<file path="config.mk">
export PLATFORM = sky130hd
export DESIGN_NAME = unpool2_stream_flat
export DESIGN_NICKNAME = d
export VERILOG_FILES = /design/src/rtl/unpool2_stream_if.sv /design/src/rtl/unpool2_stream.sv /design/src/flat_wrapper.sv
export SDC_FILE = /design/constraint.sdc
export NUM_CORES = 1
export LEC_CHECK = 0
export CORE_ASPECT_RATIO = 0.9
export CORE_MARGIN = 3
export CORE_UTILIZATION = 59
export CTS_CLUSTER_SIZE = 8
export DETAILED_ROUTE_END_ITERATION = 10
export GPL_ROUTABILITY_DRIVEN = 0
export HOLD_SLACK_MARGIN = 0.02
export PLACE_DENSITY = 0.79
export SYNTH_ARGS = -nofsm -noshare
export SYNTH_HDL_FRONTEND = slang
export SYNTH_SLANG_ARGS = --single-unit
</file>
<file path="constraint.sdc">
create_clock -name clk -period 1.9 [get_ports clk]
set_clock_uncertainty 0.1 [all_clocks]
set_input_delay 0.38 -clock clk [delete_from_list [all_inputs] [get_ports clk]]
set_output_delay 0.38 -clock clk [all_outputs]
set_load 0.03 [all_outputs]
</file>
<file path="src/rtl/unpool2_stream_if.sv">
// Stream bundle for the 2x2 unpool stage.
// Carries the pooled-pixel input stream (valid/ready/data), the upsampled
// output stream (valid/ready/data plus sof/eol/eof sideband) and the
// end-of-frame pulse.
//   master : producer/consumer side (drives in_*, out_ready)
//   slave  : unpool block side (drives in_ready, out_*, frame_done)
interface unpool2_stream_if #(
  parameter int BW = 8
);
  logic          in_valid;
  logic          in_ready;
  logic [BW-1:0] in_data;
  logic          out_valid;
  logic          out_ready;
  logic [BW-1:0] out_data;
  logic          out_sof;
  logic          out_eol;
  logic          out_eof;
  logic          frame_done;

  modport master (
    output in_valid, in_data, out_ready,
    input  in_ready, out_valid, out_data, out_sof, out_eol, out_eof, frame_done
  );

  modport slave (
    input  in_valid, in_data, out_ready,
    output in_ready, out_valid, out_data, out_sof, out_eol, out_eof, frame_done
  );
endinterface

</file>
<file path="src/rtl/unpool2_stream.sv">
// Streaming 2x2 nearest-neighbour unpool.
// Buffers one IN_W-pixel input row, then replays it as two output rows
// (EMIT0, EMIT1), each buffered pixel repeated twice per row.  When an
// output dimension is odd the last column / last input row is emitted once.
// Ports:
//   clk  : clock, all state on rising edge
//   rst  : synchronous reset, active-low
//   bus  : unpool2_stream_if.slave -- in_valid/in_ready/in_data input stream,
//          out_valid/out_ready/out_data/out_sof/out_eol/out_eof output stream,
//          frame_done one-cycle pulse after the out_eof handshake
module unpool2_stream #(
  parameter int BW    = 8,
  parameter int IN_W  = 13,
  parameter int IN_H  = 13,
  parameter int OUT_W = 25,
  parameter int OUT_H = 25
) (
  input  logic                 clk,
  input  logic                 rst,
  unpool2_stream_if.slave      bus
);

  localparam int CW  = $clog2(IN_W);
  localparam int RW  = $clog2(IN_H);
  localparam int OW  = $clog2(OUT_W);
  localparam int ORW = RW + 1;

  localparam logic [CW-1:0]  IN_COL_LAST  = CW'(IN_W - 1);
  localparam logic [RW-1:0]  IN_ROW_LAST  = RW'(IN_H - 1);
  localparam logic [OW-1:0]  OUT_COL_LAST = OW'(OUT_W - 1);
  localparam logic [ORW-1:0] OUT_ROW_LAST = ORW'(OUT_H - 1);

  typedef enum logic [1:0] {LOAD, EMIT0, EMIT1} state_t;

  state_t          state;
  state_t          state_nxt;
  logic [CW-1:0]   in_col;
  logic [RW-1:0]   in_row;
  logic [OW-1:0]   out_col;
  logic            frame_done_r;
  logic [BW-1:0]   linebuf [IN_W];

  logic            in_ready_c;
  logic            out_valid_c;
  logic            in_fire;
  logic            out_fire;
  logic            row_end;
  logic            odd_row_exists;
  logic            row_complete;
  logic            eol_c;
  logic            eof_c;
  logic            sof_c;
  logic [ORW-1:0]  out_row;
  logic [CW-1:0]   rd_idx;

  assign in_fire  = bus.in_valid & in_ready_c;
  assign out_fire = out_valid_c & bus.out_ready;
  assign row_end  = out_fire & (out_col == OUT_COL_LAST);

  // Output row index is 2*in_row in EMIT0 and 2*in_row+1 in EMIT1.
  assign out_row = {in_row, (state == EMIT1)};

  // The odd output row of this input row exists unless OUT_H is odd and
  // this is the last input row (cropped).
  assign odd_row_exists = ({in_row, 1'b1} <= OUT_ROW_LAST);
  assign row_complete   = row_end & ((state == EMIT1) | ~odd_row_exists);

  assign rd_idx = CW'(out_col >> 1);

  // State register
  always_ff @(posedge clk) begin
    if (!rst) begin
      state <= LOAD;
    end else begin
      state <= state_nxt;
    end
  end

  // Next-state logic
  always_comb begin
    state_nxt = state;
    case (state)
      LOAD:    if (in_fire && (in_col == IN_COL_LAST)) state_nxt = EMIT0;
      EMIT0:   if (row_end) state_nxt = odd_row_exists ? EMIT1 : LOAD;
      EMIT1:   if (row_end) state_nxt = LOAD;
      default: state_nxt = LOAD;
    endcase
  end

  // Output decode
  always_comb begin
    in_ready_c  = 1'b0;
    out_valid_c = 1'b0;
    sof_c       = 1'b0;
    case (state)
      LOAD:    in_ready_c = rst;
      EMIT0: begin
        out_valid_c = 1'b1;
        sof_c       = (in_row == '0) && (out_col == '0);
      end
      EMIT1:   out_valid_c = 1'b1;
      default: ;
    endcase
    eol_c = out_valid_c && (out_col == OUT_COL_LAST);
    eof_c = eol_c && (out_row == OUT_ROW_LAST);
  end

  // Position counters and end-of-frame pulse
  always_ff @(posedge clk) begin
    if (!rst) begin
      in_col       <= '0;
      in_row       <= '0;
      out_col      <= '0;
      frame_done_r <= 1'b0;
    end else begin
      frame_done_r <= out_fire & eof_c;
      if (in_fire) begin
        in_col <= (in_col == IN_COL_LAST) ? '0 : in_col + 1'b1;
      end
      if (out_fire) begin
        out_col <= row_end ? '0 : out_col + 1'b1;
      end
      if (row_complete) begin
        in_row <= (in_row == IN_ROW_LAST) ? '0 : in_row + 1'b1;
      end
    end
  end

  // Line buffer: data only, never reset; writes gated by in_fire, which is
  // already suppressed while rst is low.
  always_ff @(posedge clk) begin
    if (in_fire) begin
      linebuf[in_col] <= bus.in_data;
    end
  end

  assign bus.in_ready   = in_ready_c;
  assign bus.out_valid  = out_valid_c;
  assign bus.out_data   = linebuf[rd_idx];
  assign bus.out_sof    = sof_c;
  assign bus.out_eol    = eol_c;
  assign bus.out_eof    = eof_c;
  assign bus.frame_done = frame_done_r;

endmodule

</file>
<file path="src/flat_wrapper.sv">
// flat-port wrapper written by rule: the top's interface ports become plain ports
module unpool2_stream_flat 
#(
  parameter int BW    = 8,
  parameter int IN_W  = 13,
  parameter int IN_H  = 13,
  parameter int OUT_W = 25,
  parameter int OUT_H = 25
)
  (clk, rst, bus_in_valid, bus_in_data, bus_out_ready, bus_in_ready, bus_out_valid, bus_out_data, bus_out_sof, bus_out_eol, bus_out_eof, bus_frame_done);
  unpool2_stream_if #(.BW(BW)) bus_i ();
  input  logic clk;
  input  logic rst;
  input wire logic [$bits(bus_i.in_valid)-1:0] bus_in_valid;
  input wire logic [$bits(bus_i.in_data)-1:0] bus_in_data;
  input wire logic [$bits(bus_i.out_ready)-1:0] bus_out_ready;
  output wire logic [$bits(bus_i.in_ready)-1:0] bus_in_ready;
  output wire logic [$bits(bus_i.out_valid)-1:0] bus_out_valid;
  output wire logic [$bits(bus_i.out_data)-1:0] bus_out_data;
  output wire logic [$bits(bus_i.out_sof)-1:0] bus_out_sof;
  output wire logic [$bits(bus_i.out_eol)-1:0] bus_out_eol;
  output wire logic [$bits(bus_i.out_eof)-1:0] bus_out_eof;
  output wire logic [$bits(bus_i.frame_done)-1:0] bus_frame_done;
  assign bus_i.in_valid = bus_in_valid;
  assign bus_i.in_data = bus_in_data;
  assign bus_i.out_ready = bus_out_ready;
  assign bus_in_ready = bus_i.in_ready;
  assign bus_out_valid = bus_i.out_valid;
  assign bus_out_data = bus_i.out_data;
  assign bus_out_sof = bus_i.out_sof;
  assign bus_out_eol = bus_i.out_eol;
  assign bus_out_eof = bus_i.out_eof;
  assign bus_frame_done = bus_i.frame_done;
  unpool2_stream #(.BW(BW), .IN_W(IN_W), .IN_H(IN_H), .OUT_W(OUT_W), .OUT_H(OUT_H)) u_core (.clk(clk), .rst(rst), .bus(bus_i));
endmodule
</file>
-- Word level (Yosys, flattened, before mapping)
Memories as Yosys holds them, arrays and structs flattened. A register that Yosys moved wholly into a read port is not among the register bits.
Cells that the tools add are included.
- add/sub/neg operators: 3
- multiply operators: 0
- divide/modulo/power cells: 0
- magnitude comparators: 1
- equal/unequal tests: 9
- shift-type cells: 0
- multiplexer cells: 15
- bitwise operators: 7
- reduce and logical (&&, ||, !) cells: 9
- operator list (operator ; count):
    4-bit two-way mux ; 4
    5-bit == test, second input constant ; 2
    4-bit by 1-bit adder with 4-bit output, second input constant ; 2
    4-bit == test, second input constant ; 2
    2-bit two-way mux ; 4
    2-bit by 1-bit != test with 1-bit output, second input constant ; 3
    2-bit one-hot mux with 3 select lines ; 1
    5-bit by 1-bit adder with 5-bit output, second input constant ; 1
    1-bit AND ; 5
    5-bit less-or-equal comparator, second input constant ; 1
    5-bit logical NOT ; 1
    1-bit two-way mux ; 5
    5-bit two-way mux ; 1
    1-bit logical AND ; 4
    4-bit logical NOT ; 1
    3-bit AND reduction ; 1
    2-bit by 1-bit == test with 1-bit output, second input constant ; 1
    2-bit == test, second input constant ; 1
    2-bit logical NOT ; 1
    2-bit OR reduction ; 1
    1-bit inverter ; 1
    1-bit OR ; 1
- register bits: 16
- bits in latches: 0
- RAM bits: 104
- bits in read-only memories: 0
- input port bits: 12
- output and inout bits: 14
- word-level logic and storage cells: 50
- memories kept: 1
- memory list (name ; words ; bits a word ; read ports ; clocked after memory_dff ; wr ports ; RTL line ; source):
    u_core.linebuf ; 13 ; 8 ; 1 ; 1 ; 1 ; unpool2_stream.sv:41 ; logic [BW-1:0] linebuf [IN_W];

-- Longest topological paths before layout
Gate-level depths: netlist (run 1).
- depth in word-level cells: 8
- depth in mapped cells: 7

-- Worst setup path before layout (run 1)
OpenSTA, ideal clock, no wires.
- path kind: register to output
- start: register u_core.state[1]
- end: output port bus_out_eof
- arrival time: 1.573 ns
- required time: 1.420 ns
- setup slack: -0.153 ns
- stages on the path, launching flop included: 5
- buffers on the path: 0
- path through: dfxtp_1 > inv_1 > ha_1 > and2_1 > and2_1
- longest elaborated chain between the ends: 5
- elaborated cells between the ends (all ways): 7
- classes of those cells: eq/ne (3); mux (1); reduce/logical (3)
- ends and longest elaborated chain (element ; RTL line ; source):
    from (decl) ; unpool2_stream.sv:35 ; state_t state;
    from (signal assigned) ; unpool2_stream.sv:75 ; state <= state_nxt;
    2-bit by 1-bit == test with 1-bit output or 2-bit == test (tied branches) ; unpool2_stream.sv:95 ; case (state)
    2-bit OR reduction (no source line) (*) ; - ;
    1-bit two-way mux (*) ; unpool2_stream.sv:95 ;
    named net bus_out_valid ; flat_wrapper.sv:18 ; output wire logic [$bits(bus_i.out_valid)-1:0] bus_out_valid;
    1-bit logical AND (*) ; unpool2_stream.sv:104 ; eol_c = out_valid_c && (out_col == OUT_COL_LAST);
    named net bus_out_eol ; flat_wrapper.sv:21 ; output wire logic [$bits(bus_i.out_eol)-1:0] bus_out_eol;
    1-bit logical AND (*) ; unpool2_stream.sv:105 ; eof_c = eol_c && (out_row == OUT_ROW_LAST);
    to (decl) ; flat_wrapper.sv:22 ; output wire logic [$bits(bus_i.out_eof)-1:0] bus_out_eof;
The timed path passes the listed nets; every way through them passes the cells marked *.

==> results of run 1 <==
layer usage:
metal  track usage  vias to the layer above  share of wire
li1              -                     1319              -
met2        0.4437                      133           0.51
met4        0.1063                        0          0.024
met3       0.07148                       22          0.067
met5             0                        -              0
met1        0.3186                     1524           0.40
kinds of logic (layout without fill, tap and decap cells):
group                      after synthesis  count (layout)  synth area share
and+or+nand+nor                         66              66           0.07948
DFF                                    124             124            0.6929
adders and majority gates               11              11           0.02707
buffers and inverters                   21             123           0.02436
muxes                                   35              35            0.1294
AOI/OAI and AO/OA                       28              28           0.03297
xor gates and xnor gates                 8               8           0.01378
registers in the layout (all words and copies together) (netlist names), named ones only:
| name | count |
|---|---|
| u_core.linebuf | 104 |
| u_core.out_col | 5 |
| u_core.in_col | 4 |
| u_core.in_row | 4 |
| u_core.state | 2 |
| u_core.bus.frame_done | 1 |
metrics by stage:
stage,cells,cell area [sq um]
after floorplan,293,5116
after global placement,467,5903
after detailed placement,467,5903
after CTS,509,6823
after global routing,510,6858
final,510,6858
repair_timing:
action,CTS,global route
pin swaps,15,7
buffers inserted,9,2
gates cloned,1,0
setup endpoints to repair,47,15
gates resized for setup,113,11
worst paths after layout:
check | start | end | slack, ns
hold / removal | u_core.state[1]$_SDFFE_PN0P_ | u_core.state[1]$_SDFFE_PN0P_ | 0.39
setup reg to reg | u_core.state[0]$_SDFFE_PN0P_ | u_core.state[0]$_SDFFE_PN0P_ | 0.12
hold reg to reg | u_core.state[1]$_SDFFE_PN0P_ | u_core.state[1]$_SDFFE_PN0P_ | 0.39
setup / recovery | flop | bus_out_data[0] | -0.67
cells in the mapped netlist, types with 4 or more instances:
| library cell | number |
|---|---|
| mux2i_1 | 11 |
| nand3_1 | 4 |
| xor2_1 | 4 |
| ha_1 | 11 |
| o22ai_1 | 7 |
| nand2_1 | 13 |
| and2_1 | 16 |
| edfxtp_1 | 104 |
| inv_1 | 9 |
| nor2_1 | 10 |
| xnor2_1 | 4 |
| mux4_2 | 22 |
| a21oi_1 | 12 |
| dfxtp_1 | 20 |
area by class of cell:
cell class	instances	area, sq um
multi-input combinational	148	1625
inverter	9	33.78
timing repair buffer	82	922.1
sequential	124	3533
tap	115	143.9
clock buffer	19	431.7
clock inverter	13	167.7
fill	374	1365
worst max-delay path: stages, from the launching register on:
cell     delay, ns
dfxtp_4       0.36
buf_12        0.14
buf_8         0.12
buf_4         0.14
or2_2         0.32
buf_4         0.16
o22ai_2       0.11
a21oi_2       0.08
buf_6         0.15
power by group through the flow:
stage                     Combinational (W)  Sequential (W)  Clock [W]
after floorplan                   0.0000793         0.00303          0
after global placement             0.000185         0.00303          0
after detailed placement           0.000191         0.00304          0
after CTS                          0.000207         0.00298    0.00327
after global routing               0.000226         0.00298    0.00340
final                              0.000210         0.00298    0.00327
==> qor.yml, run 1 <==
hold_path:
  hold_path_class: "reg2reg"
  holdPathStages: 2
logic_synthesis:
  async_reset_ff_frac: 0
  synth_cells: 293
  synth_area_sq_um: 5085
  yosysTopAreaCellShare: 0.6142
  synth_cell_types: 44
  synth_area_leader_cell: "edfxtp_1"
  seq_area_frac_synth: 0.6929
  synth.area.top_cells: "edfxtp_1 (61%), mux4_2 (9.7%), dfxtp_1 (7.9%)"
  yosys_warnings: 0
  synth_edf_count: 104
  ys_seq_elements: 124
  avgSynthCellArea_sq_um: 17.35
  synth_fp_nets: 316
  ys.flop_type: "edfxtp_1"
pwr:
  combPwrFrac: 0.033
  seq_power_share: 0.462
  cellInternalPower_w: 0.005102
  power.share.clock: 0.506
  vdd_ir_drop_max_mv: 0.5731
  power.total_w: 0.006454
  switching_power_w: 0.001352
  p_sw_frac: 0.2095
  p_leak_nw: 2.374
  powerDensity_nw_per_um2: 941.1
cells_and_area:
  layout_commonest_cell: "edfxtp_1"
  final_cell_mix: "edfxtp_1 (104), buf_4 (34), mux4_2 (24)"
  finalNetCount: 405
  utilization: 0.8340
  final_layout_size_suffix_gt1_frac: 0.4608
  num_antenna_cells: 0
  areaGrowthSynthToFinish_pct: 34.87
status:
  violations: "negative setup slack"
  status: "complete, but fails checks"
clock_network:
  cts_tree: "built"
  root_buffer: "clkbuf_8"
  clkLatencyLatePin_ns: 0.52
  clk_path_buf_depth: 2
  clk_pin_slew_ns: 0.06
  ctsHoldBuffers: 0
  ctsHtreeMaxLevel: 4
  cts_made_buffers: 17
  numClockSinks: 124
timing:
  slew_headroom: 0.6103
  hold_ws_ns: 0.3892
  final-hold-violation-count: 0
  fin_tns_setup_ns: -6.059
  clock.fmax_mhz: 388.9
  fin_crit_ns: 2.571
  tightest_slew_ns: 0.5827
  final_max_slew_viol_count: 0
  fin_crit_sh: 1.353
  setup_ws_ns: -0.6710
  rsz0062_at_grt: "yes"
  finalSetupViolCount: 12
global_route:
  grt_use_total: 0.2602
  grt_pass1_vias: 3181
  gr-total-overflow: 0
  grt_pass1_wl_um: 18260
  grt_max_degree: 17
  antenna_found_initial: 0
die:
  pin_count: 26
  start_util: 0.6184
  dieArea_sq_um: 9770
  die_h_um: 94.07
  rows: 31
  die_w_um: 103.9
  core_area_sq_um: 8223
placement:
  post-place-ws_ns: -0.5414
  portBuffers: 25
  hpwl_um: 6604
setup_path:
  reg2regPathDepth: 7
  cp-start-kind: "flop"
  critical_path_class: "reg2out"
  cp-end-kind: "output pin"
  worstPathMaxFanout: 5
  worstPathArrival_ns: 2.09
  cp.required_ns: 1.42
routing:
  drc_errors: 0
  drtAntennaViolNets: 0
  drtIter0Drc: 316
  via_count: 2998
  routed_wl_um: 12200
  post_drt_wl_per_cell_um: 23.92
  viasPerCell: 5.878
  drt_pass1_iterations: 4
flow_run:
  maxCapViolations: 0
No activity file was read; power rests on OpenSTA's default activity.
==> inputs of run 2 (changes only) <==
--- a/config.mk
+++ b/config.mk
@@ -8,10 +8,11 @@
 export CORE_ASPECT_RATIO = 0.9
 export CORE_MARGIN = 3
 export CORE_UTILIZATION = 59
+export CTS_BUF_LIST = sky130_fd_sc_hd__clkbuf_16
 export CTS_CLUSTER_SIZE = 8
 export DETAILED_ROUTE_END_ITERATION = 10
 export GPL_ROUTABILITY_DRIVEN = 0
-export HOLD_SLACK_MARGIN = 0.02
+export HOLD_SLACK_MARGIN = 0.12
 export PLACE_DENSITY = 0.79
 export SYNTH_ARGS = -nofsm -noshare
 export SYNTH_HDL_FRONTEND = slang
==> run 2 against run 1 <==
  * Hold slack got worse by 0.0060 ns
  * Clock power about the same
  * Highest routed layer unchanged
  * Combinational power about the same
  * Core utilization decreased by 0.35 points
  * Fmax increased by 4.3%
  * Sequential cell count unchanged
  * The run still ends with negative setup slack left
  * Global-route usage increased by 0.36 points
  * Setup slack improved by 0.11 ns
  * Critical endpoint is now bus_out_data[2]
  * Total power increased by 0.21%
  * Count of clock-buffer cells in the layout decreased by 2
==> qor.yml, run 2 (synthesized netlist as in run 1, its figures left out) <==
routing:
  via_count: 2945
  drtIter0Drc: 277
  drtAntennaViolNets: 0
  viasPerCell: 5.797
  drt_pass1_iterations: 5
  drc_errors: 0
  post_drt_wl_per_cell_um: 23.56
  routed_wl_um: 11970
clock_network:
  clk_path_buf_depth: 2
  numClockSinks: 124
  cts_made_buffers: 17
  root_buffer: "clkbuf_16"
  cts_tree: "built"
  ctsHtreeMaxLevel: 4
  clk_pin_slew_ns: 0.06
  clkLatencyLatePin_ns: 0.41
cells_and_area:
  num_antenna_cells: 0
  final_cell_mix: "edfxtp_1 (104), buf_4 (34), mux4_2 (24)"
  final_layout_size_suffix_gt1_frac: 0.4529
  largest_reg_flops: 104
  fin_area_sq_um: 6829
  reg_top3: "u_core.linebuf (104), u_core.out_col (5)"
  finalNetCount: 403
  areaGrowthSynthToFinish_pct: 34.30
  layout_commonest_cell: "edfxtp_1"
  top_register: "u_core.linebuf"
die:
  dieArea_sq_um: 9770
  pin_count: 26
  die_w_um: 103.9
  die_h_um: 94.07
  rows: 31
  start_util: 0.6184
  core_area_sq_um: 8223
setup_path:
  cp-start-kind: "flop"
  critical_path_class: "reg2out"
  worstPathMaxFanout: 5
  worstPathArrival_ns: 1.99
  cp.required_ns: 1.42
  cp-end-kind: "output pin"
global_route:
  grt_pass1_wl_um: 18500
  grt_max_degree: 17
  gr-total-overflow: 0
  grt_use_total: 0.2637
  antenna_found_initial: 0
  grt_pass1_vias: 3231
pwr:
  vdd_ir_drop_max_mv: 0.8317
  p_leak_nw: 2.355
  powerDensity_nw_per_um2: 947.1
  power.total_w: 0.006468
timing:
  rsz0062_at_grt: "yes"
  finalSetupViolCount: 11
  slew_headroom: 0.6039
  fin_crit_sh: 1.298
  final-hold-violation-count: 0
  fin_tns_setup_ns: -4.632
  setup_ws_ns: -0.5659
  fin_crit_ns: 2.466
  final_max_slew_viol_count: 0
  clock.fmax_mhz: 405.5
  tightest_slew_ns: 0.5923
status:
  status: "complete, but fails checks"
  violations: "negative setup slack"
placement:
  hpwl_um: 6604
  portBuffers: 25
  placed_area_sq_um: 5903
flow_run:
  maxCapViolations: 0
hold_path:
  hold_path_class: "reg2reg"
## run 2: path summary, 6_finish.rpt
path                            slack (ns)  cells after the start                              to                    startpoint
worst max-delay path                 -0.57                      6                 bus_out_data[2]                          flop
worst min-delay path                  0.38                      2    u_core.state[1]$_SDFFE_PN0P_  u_core.state[1]$_SDFFE_PN0P_
worst min register to register        0.38                      2    u_core.state[1]$_SDFFE_PN0P_  u_core.state[1]$_SDFFE_PN0P_
worst max register to register        0.09                      8  u_core.linebuf[3][6]$_DFFE_PP_  u_core.state[0]$_SDFFE_PN0P_
## run 2: per-layer routing
metal	GRT usage	vias up	part of all wire
li1	-	1313	-
met1	0.3346	1492	0.41
met2	0.4340	118	0.51
met3	0.07835	22	0.062
met4	0.1041	0	0.018
met5	0	-	0
## run 2: what timing repair did
action	4_1_cts	5_1_grt
gates resized for setup	110	12
pin swaps	14	3
setup endpoints to repair	45	60
gates cloned	1	0
setup buffers	8	1
hold buffers	0	0
## run 2: stage by stage
step | cells | utilization | setup slack, ns | hold WS, ns
2_1_floorplan | 293 | - | -0.0004755 | 0.3515
3_3_place_gp | 467 | 0.7179 | -0.5115 | 0.3618
3_5_place_dp | 467 | 0.7179 | -0.5414 | 0.3885
4_1_cts | 508 | 0.8284 | -0.5664 | 0.3823
5_1_grt | 508 | 0.8305 | -0.6039 | 0.4059
6_report | 508 | 0.8305 | -0.5659 | 0.3832
## run 2: worst max-delay path: stages, from the launching register on
cell and delay (ns):
dfxtp_2 0.35, buf_12 0.12, buf_8 0.12, mux4_2 0.57, o22ai_4 0.21, a21oi_2 0.06, buf_6 0.14
## run 2: cell type report
cell class | count | area (sq um)
Clock inverter | 15 | 175.2
Clock buffer | 17 | 425.4
Timing Repair Buffer | 80 | 892.1
Tap cell | 115 | 143.9
Inverter | 9 | 33.78
Fill cell | 388 | 1394
Multi-Input combinational cell | 148 | 1625
Sequential cell | 124 | 3533
## run 2: power breakdown
| part | total, W | internal [W] | switching, W | leakage, nW |
|---|---|---|---|---|
| clock | 0.00328 | 0.00206 | 0.00122 | 0.292 |
| combinational | 0.000211 | 0.0000921 | 0.000119 | 0.960 |
| sequential | 0.00298 | 0.00297 | 0.0000116 | 1.10 |
| total | 0.00647 | 0.00512 | 0.00135 | 2.35 |
